===== src/rtl/bullet_controller.sv =====
// Per-player projectile engine: launches from the shooter, advances once per frame tick, retires on edge or contact.
// Optional refire lockout enabled by defining BULLET_COOLDOWN_EN.
//
// state    | meaning
// IDLE     | no bullet; waiting for an armed fire on a tick
// FLY      | bullet visible, moves STEP pixels per tick
// COOLDOWN | post-retire lockout (BULLET_COOLDOWN_EN only)
module bullet_controller #(
  parameter logic DIR           = 1'b1,
  parameter int   STEP          = 4,
  parameter int   LAUNCH_OFFSET = 8,
  parameter int   X_MIN         = 0,
  parameter int   X_MAX         = 639,
  parameter int   HIT_RADIUS    = 8
`ifdef BULLET_COOLDOWN_EN
  ,
  parameter int   COOLDOWN_FRAMES = 30
`endif
) (
  input  logic       Clk,
  input  logic       Reset_n,
  input  logic       frame_clk,
  input  logic       fire,
  input  logic [9:0] ShooterX,
  input  logic [9:0] ShooterY,
  input  logic [9:0] TargetX,
  input  logic [9:0] TargetY,
  output logic [9:0] BulletX,
  output logic [9:0] BulletY,
  output logic [9:0] bullet_on,
  output logic       hit,
  output logic [3:0] hit_count
);

  typedef enum logic [1:0] {IDLE, FLY, COOLDOWN} state_t;

  localparam logic signed [10:0] STEP_S  = 11'(STEP);
  localparam logic signed [10:0] OFF_S   = 11'(LAUNCH_OFFSET);
  localparam logic signed [10:0] X_MIN_S = 11'(X_MIN);
  localparam logic signed [10:0] X_MAX_S = 11'(X_MAX);
  localparam logic signed [10:0] HIT_S   = 11'(HIT_RADIUS);

  state_t state, state_n;
  logic   sync_s1, sync_s2, tick;
  logic   armed, armed_n, on_q, on_n, hit_n;
  logic [9:0] bx_n, by_n;
  logic [3:0] hc_n;
`ifdef BULLET_COOLDOWN_EN
  logic [7:0] cnt, cnt_n;
`endif

  logic signed [10:0] shooter_s, raw_launch, launch_x, bullet_s, next_x;
  logic signed [10:0] dx, dy, adx, ady;
  logic               contact, off_edge;

  assign tick      = sync_s1 & ~sync_s2;
  assign bullet_on = {9'd0, on_q};

  // All position math in 11-bit signed so launch offsets and steps never wrap.
  always_comb begin
    shooter_s  = signed'({1'b0, ShooterX});
    bullet_s   = signed'({1'b0, BulletX});
    raw_launch = DIR ? shooter_s + OFF_S : shooter_s - OFF_S;
    if (raw_launch < X_MIN_S)
      launch_x = X_MIN_S;
    else if (raw_launch > X_MAX_S)
      launch_x = X_MAX_S;
    else
      launch_x = raw_launch;
    next_x   = DIR ? bullet_s + STEP_S : bullet_s - STEP_S;
    off_edge = (next_x < X_MIN_S) || (next_x > X_MAX_S);
    dx       = bullet_s - signed'({1'b0, TargetX});
    dy       = signed'({1'b0, BulletY}) - signed'({1'b0, TargetY});
    adx      = dx[10] ? -dx : dx;
    ady      = dy[10] ? -dy : dy;
    contact  = (adx <= HIT_S) && (ady <= HIT_S);
  end

  always_comb begin
    state_n = state;
    armed_n = armed;
    bx_n    = BulletX;
    by_n    = BulletY;
    on_n    = on_q;
    hit_n   = 1'b0;
    hc_n    = hit_count;
`ifdef BULLET_COOLDOWN_EN
    cnt_n   = cnt;
`endif
    if (tick) begin
      if (!fire)
        armed_n = 1'b1;
      case (state)
        IDLE: begin
          if (fire && armed) begin
            state_n = FLY;
            bx_n    = launch_x[9:0];
            by_n    = ShooterY;
            on_n    = 1'b1;
            armed_n = 1'b0;
          end
        end
        FLY: begin
          if (contact || off_edge) begin
            on_n = 1'b0;
            if (contact) begin
              hit_n = 1'b1;
              if (hit_count != 4'd15)
                hc_n = hit_count + 4'd1;
            end
`ifdef BULLET_COOLDOWN_EN
            state_n = COOLDOWN;
            cnt_n   = 8'(COOLDOWN_FRAMES - 1);
`else
            state_n = IDLE;
`endif
          end else begin
            bx_n = next_x[9:0];
          end
        end
`ifdef BULLET_COOLDOWN_EN
        COOLDOWN: begin
          if (cnt == 8'd0)
            state_n = IDLE;
          else
            cnt_n = cnt - 8'd1;
        end
`endif
        default: state_n = IDLE;
      endcase
    end
  end

  always_ff @(posedge Clk or negedge Reset_n) begin
    if (!Reset_n)
      state <= IDLE;
    else
      state <= state_n;
  end

  always_ff @(posedge Clk or negedge Reset_n) begin
    if (!Reset_n) begin
      sync_s1   <= 1'b0;
      sync_s2   <= 1'b0;
      armed     <= 1'b1;
      BulletX   <= 10'd0;
      BulletY   <= 10'd0;
      on_q      <= 1'b0;
      hit       <= 1'b0;
      hit_count <= 4'd0;
`ifdef BULLET_COOLDOWN_EN
      cnt       <= 8'd0;
`endif
    end else begin
      sync_s1   <= frame_clk;
      sync_s2   <= sync_s1;
      armed     <= armed_n;
      BulletX   <= bx_n;
      BulletY   <= by_n;
      on_q      <= on_n;
      hit       <= hit_n;
      hit_count <= hc_n;
`ifdef BULLET_COOLDOWN_EN
      cnt       <= cnt_n;
`endif
    end
  end

endmodule


===== config.mk =====
export PLATFORM = sky130hd
export DESIGN_NAME = bullet_controller
export DESIGN_NICKNAME = d
export VERILOG_FILES = /design/src/rtl/bullet_controller.sv
export SDC_FILE = /design/constraint.sdc
export NUM_CORES = 1
export LEC_CHECK = 0
export BUFFER_PORTS_ARGS = -buffer_cell sky130_fd_sc_hd__buf_2
export CORE_MARGIN = 2
export CORE_UTILIZATION = 55
export CTS_BUF_LIST = sky130_fd_sc_hd__clkbuf_16
export DETAILED_ROUTE_END_ITERATION = 8
export PLACE_DENSITY = 0.93
export SLEW_MARGIN = 20
export SYNTH_ARGS = -nofsm -noshare
export SYNTH_HDL_FRONTEND = slang
export SYNTH_SLANG_ARGS = --single-unit

===== constraint.sdc =====
create_clock -name Clk -period 4.1 [get_ports Clk]
set_input_delay 0.205 -clock Clk [delete_from_list [all_inputs] [get_ports Clk]]
set_output_delay 0.205 -clock Clk [all_outputs]
set_load 0.02 [all_outputs]

; ---- Yosys cells after proc, flatten, opt, wreduce, memory -nomap -nowiden
; Cells that the tools add are included.
[word_totals]
reg_bits = 31
elab_cells = 60
out_inout_bits = 35
[op_classes]
n_reduce_logical = 11
addsub = 7
n_bitwise = 2
n_eq_ne = 5
order_cmp = 6
n_mux = 20
[op_table]
columns = cell, n
row1 = 10-bit 2-to-1 mux, 4
row2 = 11-bit greater-than comparator (second input constant), 2
row3 = 11-bit by 5-bit less-or-equal comparator with 1-bit output (second input constant), 2
row4 = 11-bit by 1-bit < comparator with 1-bit output (second input constant), 2
row5 = 11-bit 2-to-1 mux, 2
row6 = 11-bit negator, 2
row7 = 10-bit by 10-bit subtractor with 11-bit output, 2
row8 = 10-bit case mux with 2 select lines, 1
row9 = 10-bit by 3-bit adder with 11-bit output (second input constant), 1
row10 = 10-bit by 4-bit adder with 11-bit output (second input constant), 1
row11 = 1-bit 2-to-1 mux, 9
row12 = 4-bit AND reduction, 2
row13 = 2-bit inequality test (second input constant), 3
row14 = 3-bit AND reduction, 2
row15 = 5-bit AND reduction, 1
row16 = 4-bit by 1-bit adder with 4-bit output (second input constant), 1
row17 = 2-bit 2-to-1 mux, 2
row18 = 4-bit inequality test (second input constant), 1
row19 = 2-bit case mux with 2 select lines, 1
row20 = 2-bit by 1-bit equality test with 1-bit output (second input constant), 1
row21 = 1-bit logical AND, 2
row22 = 2-bit zero test, 1
row23 = 1-bit logical OR, 2
row24 = 1-bit case mux with 2 select lines, 1
row25 = other kinds (3), 3

; ---- Longest topological paths before layout
; Gate-level depths: netlist (run 1).
[depth]
word_depth = 9
depth_mapped = 16
ltp_nobuf = 15

; ---- Worst setup path after synthesis (run 1)
; Ideal clock, no wire load.
[synth_timing]
kind = flip-flop to flip-flop
startpoint = register BulletY[0]
endpoint = register hit_count[3]
stages_incl_launch_ff = 16
n_path_buf = 0
required_time_ns = 3.975
arrival_ns = 3.532
setup_slack_ns = 0.443
setup_ns = 0.125
path_cell_list = dfrtp_1 -> inv_1 -> ha_1 -> inv_1 -> fa_1 -> a21o_1 -> a221oi_2 -> xnor2_1 -> or4b_1 -> mux2i_1 -> a32oi_1 -> nor4_2 -> o22ai_2 -> nor2_4 -> nand4_2 -> mux2_4
[synth_via]
elab_chain_cells = 7
[synth_lines]
columns = element, line_no
row1 = "start, declared", 29  ; output logic [9:0] BulletY,
row2 = "start signal, assigned", 159  ; BulletY <= by_n;
row3 = 10-bit by 10-bit subtractor with 11-bit output (*), 73  ; dy = signed'({1'b0, BulletY}) - signed'({1'b0, TargetY});
row4 = 11-bit negator, 75  ; ady = dy[10] ? -dy : dy;
row5 = 11-bit 2-to-1 mux (*), 75
row6 = 11-bit by 5-bit less-or-equal comparator with 1-bit output (*), 76  ; contact = (adx <= HIT_S) && (ady <= HIT_S);
row7 = 1-bit logical AND (*), 76
row8 = 1-bit logical OR, 104  ; if (contact || off_edge) begin
row9 = 5-bit AND reduction (no line) (*), --
row10 = "end signal, assigned", 162  ; hit_count <= hc_n;
row11 = "end, declared", 32  ; output logic [3:0] hit_count
; Mark *: on every way between the ends. The rest lies on a longest branch, timed or not.
; A chain may end at the register's enable or synchronous reset.

; ---- Final worst setup path (run 1)
[layout_timing]
startpoint = register BulletY[0]
endpoint = register BulletX[6]
[layout_via]
elab_chain_cells = 8
[layout_lines]
columns = element, line_no
row1 = 10-bit by 10-bit subtractor with 11-bit output (*), 73
row2 = 11-bit negator, 75
row3 = 11-bit 2-to-1 mux (*), 75
row4 = 11-bit by 5-bit less-or-equal comparator with 1-bit output (*), 76
row5 = 1-bit logical AND (*), 76
row6 = 1-bit logical OR (*), 104
row7 = 2-bit inequality test (no line) (*), --
row8 = 4-bit AND reduction (no line) (*), --
row9 = "end signal, assigned", 158  ; BulletX <= bx_n;
row10 = "end, declared", 28  ; output logic [9:0] BulletX,
; Marks and branches as above.

==> impl_metrics.env, run 1 <==
export IMPL_hold_viol=0
export IMPL_final_cell_mix="buf_2 (69), nand2_1 (52), inv_1 (37)"
export IMPL_clkLatencyLatePin_ps=270
export IMPL_syn_instance_count=421
export IMPL_grt_max_degree=30
export IMPL_setup_viol=0
export IMPL_drive_above_1_share_pct=22.18
export IMPL_nets=557
export IMPL_r2r_start="BulletY[0]$_DFFE_PN0P_"
export IMPL_ys_types=77
export IMPL_drc=0
export IMPL_placementRows=28
export IMPL_dpl_cell_area_sq_mm=0.003636
export IMPL_grt_pass1_vias=3202
export IMPL_r2r_cells=16
export IMPL_setup_ws_ps=252.9
export IMPL_peakVddDrop_uv=372.5
export IMPL_worstReg2RegEnd="BulletX[6]$_DFFE_PN0P_"
export IMPL_h_tree_depth=2
export IMPL_drt_wl_total_um=8422
export IMPL_synth_top_area_cell="dfrtp_1"
export IMPL_regToRegSetupSlack_ps=250
export IMPL_fp_dieH_um=81.43
export IMPL_min_period_ps=3847
export IMPL_ff_latch_area_sq_um=726.9
export IMPL_vias=3393
export IMPL_p_comb_share_pct=69.5
export IMPL_core_area_sq_mm=0.005851
export IMPL_hp_start="frame_clk"
export IMPL_synth_main_ff_cell="dfrtp_1"
export IMPL_cap_violations=0
export IMPL_syn_to_final_growth_pct=16.81
export IMPL_synth_warnings=0
export IMPL_wire_per_inst_um=14.99
export IMPL_cts_root_buf="clkbuf_16"
export IMPL_end_kind="flop"
export IMPL_start_kind="flop"
export IMPL_start_util_pct=56.35
export IMPL_ys_async_sr_fraction_pct=100.0
export IMPL_dr_pass1_iters=5
export IMPL_syn_avg_cell_area_sq_um=7.831
export IMPL_switching_share_pct=50.78
export IMPL_worstHoldPathType="input pin to flop"
export IMPL_io_buffers=69
export IMPL_grtUsageTotal_pct=25.82
export IMPL_cts_buffer_depth=2
export IMPL_final_max_slew_violation_count=0
export IMPL_finalCritPeriodShare_pct=93.83
export IMPL_worst_pin_slew_ps=694.4
export IMPL_critical_path_class="flop to flop"
export IMPL_final_common_cell="buf_2"
export IMPL_clk_pin_slew_ps=50
export IMPL_finalClockSkew_ps=5.512
export IMPL_seq_area_frac_synth_pct=22.05
export IMPL_clock_sinks=29
export IMPL_min_to="sync_s1$_DFF_PN0_"
export IMPL_synth_edf_count=0
export IMPL_maxSlewHeadroom_pct=52.97
export IMPL_nFillCells=464
export IMPL_clkPwrFrac_pct=13.1
export IMPL_intPower_mw=1.540
export IMPL_critical_path_peak_fanout=9
export IMPL_num_antenna_cells=0
export IMPL_die_area_sq_mm=0.006630
export IMPL_post_place_ws_ps=198.9
export IMPL_via_per_inst=6.037
export IMPL_dp_hpwl_um=6546
export IMPL_drtIter0Drc=246
export IMPL_cts_buffers=5
export IMPL_worstSetupStartpoint="BulletY[0]$_DFFE_PN0P_"
export IMPL_syn_area_sq_mm=0.003297
export IMPL_place_congestion=0.8865
export IMPL_io_pins=79
export IMPL_max_clock_freq_ghz=0.2599
export IMPL_ant_nets=0
export IMPL_ys_ff_latch=29
export IMPL_synth_top_area_share_pct=21.25
export IMPL_grt_antenna_before_repair=0
export IMPL_arrival_ps=4000
export IMPL_p_per_area_mw_per_mm2=812.5
export IMPL_grt_first_pass_wirelength_um=13650
export IMPL_whs_path_depth=1
export IMPL_worstPathRequired_ps=4260
export IMPL_synthTopCellsByArea="dfrtp_1 (21%), ha_1 (9.5%), nand2_1 (5.9%)"
export IMPL_cts_tree="done"
export IMPL_gr_total_overflow=0
export IMPL_status="finished clean"
export IMPL_leakage_nw=1.880
export IMPL_p_sw_mw=1.589
export IMPL_multi_input_area_sq_mm=0.002336
export IMPL_dieWidth_um=81.43
export IMPL_p_seq_share_pct=17.4
export IMPL_final_area_sq_mm=0.003851
registers in the layout, summed over array words and instances, names as in the netlist:
signal,flops
hit,1
BulletX,10
armed,1
on_q,1
BulletY,10
hit_count,4
sync_s2,1
sync_s1,1
cell families after synthesis:
logic type	Yosys count	synth area share [%]
AO/OA/AOI/OAI	119	25.77
XOR/XNOR	24	6.603
adder cells (fa/ha/maj)	27	10.70
buffers and inverters	62	8.728
flip-flops	29	22.05
multiplexers	5	1.708
other	1	0.1137
AND/OR/NAND/NOR	154	24.33
power groups by stage:
stage                     clock network [mW]  logic (mW)  registers [mW]
after global placement                     0        1.99           0.537
after global routing                   0.427        2.38           0.559
after floorplan                            0        1.55           0.616
after CTS                              0.412        2.10           0.540
final                                  0.409        2.18           0.545
after detailed placement                   0        2.08           0.543
worst max-delay path, cell delays in order (launching register included):
cell      delay, ps
dfrtp_1         370
inv_1            70
ha_1            160
inv_1            50
fa_1            390
a21o_1          220
a221oi_4        310
xnor2_2         200
or4b_1          460
mux2i_1         170
a32oi_1         130
nor4_2          320
o22ai_2         190
a21oi_4         220
buf_4           190
a21oi_1          50
o22a_1          220
synthesized netlist by cell type, drive strengths merged, types with 3 or more instances:
| master | number |
|---|---|
| a2111oi | 4 |
| a211oi | 5 |
| a21o | 6 |
| a21oi | 28 |
| a31o | 3 |
| and3 | 7 |
| buf | 17 |
| clkbuf | 7 |
| dfrtp | 28 |
| ha | 25 |
| inv | 38 |
| mux2i | 3 |
| nand2 | 53 |
| nand2b | 7 |
| nand3 | 14 |
| nand4 | 7 |
| nor2 | 26 |
| nor2b | 5 |
| nor3 | 10 |
| nor3b | 5 |
| nor4 | 4 |
| o2111ai | 3 |
| o211ai | 6 |
| o21a | 4 |
| o21ai | 23 |
| o22a | 5 |
| o22ai | 5 |
| o311ai | 3 |
| o31ai | 5 |
| or2 | 3 |
| xnor2 | 14 |
| xor2 | 10 |
layer usage:
layer  wire length [um]  vias up  GRT usage, %
met5                  0        -             0
li1                   -     1633             -
met2               4356      133         46.07
met3                410       20         3.407
met1               3487     1607         31.01
met4                167        0         11.02
final cells by class:
| cell class | instances | share of cell area, % |
|---|---|---|
| Timing Repair Buffer | 74 | 10.01 |
| Clock inverter | 3 | 1.072 |
| Inverter | 38 | 3.704 |
| Tap cell | 75 | 2.437 |
| Clock buffer | 5 | 3.249 |
| Sequential cell | 29 | 18.88 |
| Multi-Input combinational cell | 338 | 60.66 |
how the worst max path moves through the flow:
stage / depth (start not counted) / to
final: 16 / BulletX[6]$_DFFE_PN0P_
after global routing: 16 / BulletX[6]$_DFFE_PN0P_
after CTS: 15 / BulletX[9]$_DFFE_PN0P_
after detailed placement: 15 / BulletX[9]$_DFFE_PN0P_
after global placement: 15 / BulletX[9]$_DFFE_PN0P_
after floorplan: 15 / hit_count[3]$_DFFE_PN0P_
repair_timing:
action / CTS / global route
hold buffers: 1 / 0
setup endpoints to repair: 0 / 8
gates resized for setup: 0 / 3
buffers inserted: 0 / 2
endpoints found under the hold margin: 28 / 0
metrics by stage:
step                util [%]  hold WS [ps]  TNS, ps  std cells  total power, mW
floorplan                  -        -90.59        0        429            2.163
global placement       62.15         263.7        0        551            2.531
detailed placement     62.15         265.1        0        551            2.623
CTS                    65.16         31.50        0        560            3.052
global route           65.83         28.55   -1.366        562            3.371
finish                 65.83         35.62        0        562            3.129
Note: power is estimated with default switching activity, not from simulation.
==> run 2: changes to the inputs <==
--- a/config.mk
+++ b/config.mk
@@ -6,6 +6,7 @@
 export NUM_CORES = 1
 export LEC_CHECK = 0
 export BUFFER_PORTS_ARGS = -buffer_cell sky130_fd_sc_hd__buf_2
+export CORE_ASPECT_RATIO = 0.7
 export CORE_MARGIN = 2
 export CORE_UTILIZATION = 55
 export CTS_BUF_LIST = sky130_fd_sc_hd__clkbuf_16
==> run 2 against run 1 <==
Register-to-register slack got worse by 140 ps. Count of clock-buffer cells in the layout did not move. Cell area is 0.71% lower. Hold slack better by 1.9 ps. Power shrank 0.96%. First-iteration DRC count is 11% lower. Critical path type unchanged. Highest routed layer unchanged.
==> impl_metrics.env, run 2 (synthesized netlist as in run 1, its figures left out) <==
export IMPL_status="finished clean"
export IMPL_whs_path_depth=1
export IMPL_dieWidth_um=96.54
export IMPL_cts_buffer_depth=2
export IMPL_worst_pin_slew_ps=688.1
export IMPL_critical_path_peak_fanout=13
export IMPL_max_clock_freq_ghz=0.2510
export IMPL_maxSlewHeadroom_pct=53.79
export IMPL_grtUsageTotal_pct=26.80
export IMPL_wire_per_inst_um=16.23
export IMPL_clk_pin_slew_ps=50
export IMPL_grt_max_degree=30
export IMPL_core_area_sq_mm=0.005756
export IMPL_io_buffers=69
export IMPL_final_area_sq_mm=0.003824
export IMPL_leakage_nw=1.876
export IMPL_die_area_sq_mm=0.006640
export IMPL_intPower_mw=1.484
export IMPL_min_to="sync_s1$_DFF_PN0_"
export IMPL_finalClockSkew_ps=8.469
export IMPL_dp_hpwl_um=6752
export IMPL_setup_viol=0
export IMPL_arrival_ps=4140
export IMPL_via_per_inst=6.139
export IMPL_utilization_pct=66.43
export IMPL_p_comb_share_pct=71.2
export IMPL_clock_sinks=29
export IMPL_place_congestion=0.9160
export IMPL_syn_to_final_growth_pct=15.98
export IMPL_final_cell_mix="buf_2 (69), nand2_1 (52), inv_1 (37)"
export IMPL_peakVddDrop_uv=285.6
export IMPL_nets=557
export IMPL_grt_pass1_vias=3024
export IMPL_r2r_cells=16
export IMPL_nFillCells=447
export IMPL_cap_violations=0
export IMPL_io_pins=79
export IMPL_cts_tree="done"
export IMPL_gr_total_overflow=0
export IMPL_hold_viol=0
export IMPL_grt_antenna_before_repair=0
export IMPL_cts_root_buf="clkbuf_16"
export IMPL_vias=3450
export IMPL_drt_wl_total_um=9122
export IMPL_top_regs="BulletX: 10 flops, BulletY: 10 flops, hit_count: 4 flops"
export IMPL_switching_share_pct=52.11
export IMPL_hp_start="frame_clk"
export IMPL_dr_pass1_iters=5
export IMPL_drtIter0Drc=218
export IMPL_drc=0
export IMPL_p_seq_share_pct=17.6
export IMPL_ant_nets=0
export IMPL_clkLatencyLatePin_ps=280
export IMPL_worstReg2RegEnd="BulletX[6]$_DFFE_PN0P_"
export IMPL_critical_path_class="flop to flop"
export IMPL_final_common_cell="buf_2"
export IMPL_p_sw_mw=1.615
export IMPL_setup_tns_final_ps=0
export IMPL_num_antenna_cells=0
export IMPL_grt_first_pass_wirelength_um=14080
export IMPL_drive_above_1_share_pct=21.97
export IMPL_start_util_pct=57.28
export IMPL_regToRegSetupSlack_ps=120
export IMPL_h_tree_depth=2
export IMPL_dpl_cell_area_sq_mm=0.003636
export IMPL_r2r_start="BulletY[0]$_DFFE_PN0P_"
export IMPL_end_kind="flop"
export IMPL_cts_buffers=5
export IMPL_finalPower_mw=3.099
export IMPL_worstPathRequired_ps=4260
export IMPL_placementRows=23
export IMPL_finalCritPeriodShare_pct=97.16
export IMPL_fp_dieH_um=68.78
export IMPL_clkPwrFrac_pct=11.2
export IMPL_start_kind="flop"
export IMPL_final_max_slew_violation_count=0
export IMPL_worstHoldPathType="input pin to flop"
export IMPL_whs_ps=37.54
export IMPL_p_per_area_mw_per_mm2=810.5
export IMPL_min_period_ps=3984
==> run 2: final cells by class <==
| class | instances | area, sq um | area share [%] |
|---|---|---|---|
| multi-input cells | 338 | 2325 | 60.80 |
| flip-flops and latches | 29 | 726.9 | 19.01 |
| well taps | 75 | 93.84 | 2.454 |
| clock buffers | 5 | 125.1 | 3.272 |
| clock inverters | 3 | 12.51 | 0.3272 |
| inverters | 38 | 142.6 | 3.730 |
| repair buffers | 74 | 397.9 | 10.41 |
==> run 2: stage by stage <==
| step | worst slack [ps] | cells |
|---|---|---|
| 2_1_floorplan | 443.4 | 429 |
| 3_3_place_gp | 384.3 | 551 |
| 3_5_place_dp | 122.4 | 551 |
| 4_1_cts | 102.9 | 560 |
| 5_1_grt | -16.62 | 562 |
| 6_report | 116.4 | 562 |
==> run 2: critical path: stages, from the launching register on <==
cell      delay, ps
dfrtp_1         360
inv_1            70
ha_1            190
inv_1            60
fa_1            420
a21o_1          230
a221oi_2        360
xnor2_2         210
or4b_1          490
mux2i_1         160
a32oi_1         130
nor4_2          300
o22ai_2         190
a21oi_4         240
buf_12          160
a21oi_1          50
o22a_1          230
==> run 2: power by group through the flow <==
| stage | logic (mW) | clock network (mW) | registers, mW |
|---|---|---|---|
| after floorplan | 1.55 | 0 | 0.616 |
| after global placement | 2.00 | 0 | 0.539 |
| after detailed placement | 2.08 | 0 | 0.546 |
| after CTS | 2.11 | 0.343 | 0.540 |
| after global routing | 2.40 | 0.365 | 0.562 |
| final | 2.21 | 0.347 | 0.546 |
==> run 2: worst max path at each step <==
stage                                start                       end
floorplan           BulletY[0]$_DFFE_PN0P_  hit_count[3]$_DFFE_PN0P_
global placement    BulletY[0]$_DFFE_PN0P_    BulletX[9]$_DFFE_PN0P_
detailed placement  BulletY[0]$_DFFE_PN0P_    BulletX[9]$_DFFE_PN0P_
CTS                 BulletY[0]$_DFFE_PN0P_    BulletX[9]$_DFFE_PN0P_
global route        BulletY[0]$_DFFE_PN0P_    BulletX[6]$_DFFE_PN0P_
finish              BulletY[0]$_DFFE_PN0P_    BulletX[6]$_DFFE_PN0P_
==> run 2: what timing repair did <==
action                                 CTS  global route
buffers inserted                         0             2
gates resized for setup                  0             2
endpoints found under the hold margin   16             0
hold buffers                             1             0
setup endpoints to repair                0             9
==> run 2: metal layers <==
layer	global-route usage, %	share of wire [%]	up-vias
met5	0	0	-
met4	7.042	2.1	0
met3	3.587	6.5	21
met2	46.44	48	164
met1	35.64	43	1624
li1	-	-	1641
==> run 3: changes to the inputs <==
--- a/config.mk
+++ b/config.mk
@@ -12,6 +12,7 @@
 export CTS_BUF_LIST = sky130_fd_sc_hd__clkbuf_16
 export DETAILED_ROUTE_END_ITERATION = 8
 export PLACE_DENSITY = 0.93
+export SETUP_SLACK_MARGIN = 0.4
 export SLEW_MARGIN = 20
 export SYNTH_ARGS = -nofsm -noshare
 export SYNTH_HDL_FRONTEND = slang
==> run 3 against run 2 <==
Clock skew up 6.7 ps. Sequential power up 6.8%. Die area unchanged. Clock power up 5%. Hold slack about the same. Critical endpoint is now BulletX[9]$_DFFE_PN0P_.
==> impl_metrics.env, run 3 (synthesized netlist as in run 1, its figures left out) <==
export IMPL_placementRows=23
export IMPL_stdcell_count=585
export IMPL_place_congestion=0.9160
export IMPL_p_per_area_mw_per_mm2=867.9
export IMPL_met2_usage_pct=56.25
export IMPL_dp_hpwl_um=6752
export IMPL_max_clock_freq_ghz=0.2466
export IMPL_fp_dieH_um=68.78
export IMPL_worstSetupStartpoint="BulletY[0]$_DFFE_PN0P_"
export IMPL_cts_buffers=5
export IMPL_syn_to_final_growth_pct=26.30
export IMPL_start_util_pct=57.28
export IMPL_utilization_pct=72.35
export IMPL_p_sw_mw=1.932
export IMPL_grt_setup_unrepaired="yes"
export IMPL_p_comb_share_pct=73.7
export IMPL_p_seq_share_pct=16.1
export IMPL_grt_first_pass_wirelength_um=16860
export IMPL_arrival_ps=4220
export IMPL_top_regs="BulletX: 10 flops, BulletY: 10 flops, hit_count: 4 flops"
export IMPL_r2r_start="BulletY[0]$_DFFE_PN0P_"
export IMPL_cap_violations=0
export IMPL_clkLatencyLatePin_ps=290
export IMPL_leakage_nw=1.984
export IMPL_drt_wl_total_um=12260
export IMPL_h_tree_depth=2
export IMPL_cts_tree="done"
export IMPL_clkPwrFrac_pct=10.1
export IMPL_grtUsageTotal_pct=32.72
export IMPL_end_kind="flop"
export IMPL_worst_pin_slew_ps=764.5
export IMPL_wire_per_inst_um=20.95
export IMPL_min_period_ps=4056
export IMPL_worstPathRequired_ps=4260
export IMPL_peakVddDrop_uv=383.7
export IMPL_die_area_sq_mm=0.006640
export IMPL_ant_nets=0
export IMPL_grt_pass1_vias=3485
export IMPL_final_common_cell="buf_2"
export IMPL_hold_viol=0
export IMPL_grt_busiest_layer="met2"
export IMPL_clk_pin_slew_ps=60
export IMPL_clock_sinks=29
export IMPL_worstHoldPathType="input pin to flop"
export IMPL_gr_total_overflow=0
export IMPL_drtIter0Drc=599
export IMPL_intPower_mw=1.681
export IMPL_finalCritPeriodShare_pct=98.92
export IMPL_met1_usage_pct=40.66
export IMPL_io_buffers=69
export IMPL_drive_above_1_share_pct=29.08
export IMPL_drc=0
export IMPL_core_area_sq_mm=0.005756
export IMPL_hp_start="frame_clk"
export IMPL_final_max_slew_violation_count=0
export IMPL_whs_ps=37.57
export IMPL_dieWidth_um=96.54
export IMPL_finalClockSkew_ps=15.20
export IMPL_setup_viol=0
export IMPL_start_kind="flop"
export IMPL_dr_pass1_iters=6
export IMPL_switching_share_pct=53.47
export IMPL_via_per_inst=6.892
export IMPL_critical_path_class="flop to flop"
export IMPL_final_cell_mix="buf_2 (69), nand2_1 (51), inv_1 (35)"
export IMPL_dp_cells=551
export IMPL_grt_max_degree=30
export IMPL_vias=4032
export IMPL_cts_buffer_depth=2
export IMPL_status="finished clean"
export IMPL_finalPower_mw=3.614
export IMPL_gr_usage_met3_pct=5.978
export IMPL_nets=579
export IMPL_io_pins=79
export IMPL_maxSlewHeadroom_pct=48.67
export IMPL_cts_root_buf="clkbuf_16"
export IMPL_grt_antenna_before_repair=1
export IMPL_critical_path_peak_fanout=3
==> run 3: changes by cell type in the layout (fill, tap and decap cells not counted), sizes merged <==
cell,delta
buf,+22
diode,+1
==> run 3: repair_timing <==
action | in CTS | in global routing
cloned | 1 | 0
endpoints found under the setup margin | 10 | 13
setup buffers | 17 | 6
resized for setup | 16 | 20
hold buffers | 1 | 0
hold endpoints to repair | 16 | 0
pin swaps | 11 | 14
==> run 3: layout make-up <==
type                    count  area (sq um)
diodes                      1         2.502
repair buffers             96         605.6
clock buffers               5         125.1
well taps                  75         93.84
clock inverters             3         12.51
inverters                  38         142.6
flip-flops and latches     29         726.9
multi-input cells         338          2455
fillers                   387          1592
==> run 3: worst max-delay path, cell delays in order, from the launching register on <==
cell,delay [ps]
dfrtp_1,380
inv_2,80
ha_4,140
inv_2,40
fa_2,390
a21o_1,220
a221oi_4,330
xnor2_2,170
buf_4,150
or4b_1,460
mux2i_1,160
a32oi_1,140
nor4_2,370
o22ai_4,180
a21oi_4,250
buf_6,160
mux2i_4,240
nor3_2,70
==> run 3: final timing paths <==
path                                          endpoint  slack, ps  cells after the start
worst min-delay path                 sync_s1$_DFF_PN0_         40                      1
worst min register to register       sync_s2$_DFF_PN0_        390                      0
worst max register to register  BulletX[9]$_DFFE_PN0P_         40                     17
min in group asynchronous       BulletY[3]$_DFFE_PN0P_        530                      2
max in group asynchronous       BulletX[7]$_DFFE_PN0P_       3100                      2
worst max-delay path            BulletX[9]$_DFFE_PN0P_         40                     17
==> run 3: metrics by stage <==
step	setup WS (ps)	TNS (ps)	cell area, sq um
6_report	44.45	0	4164
4_1_cts	332.0	0	4026
3_5_place_dp	122.4	0	3636
3_3_place_gp	384.3	0	3636
2_1_floorplan	443.4	0	3327
5_1_grt	-45.49	-95.93	4164
==> run 3: power by group through the flow <==
stage | Combinational, mW | Sequential, mW | Clock (mW)
after floorplan | 1.55 | 0.616 | 0
after global placement | 2.00 | 0.539 | 0
after detailed placement | 2.08 | 0.546 | 0
after CTS | 2.32 | 0.543 | 0.343
after global routing | 2.82 | 0.590 | 0.370
final | 2.66 | 0.583 | 0.366
==> run 3: layer usage <==
metal	share of wire (%)	vias to the layer above
met4	7.6	0
met1	36	1841
met3	12	123
met2	44	386
li1	-	1682
met5	0	-
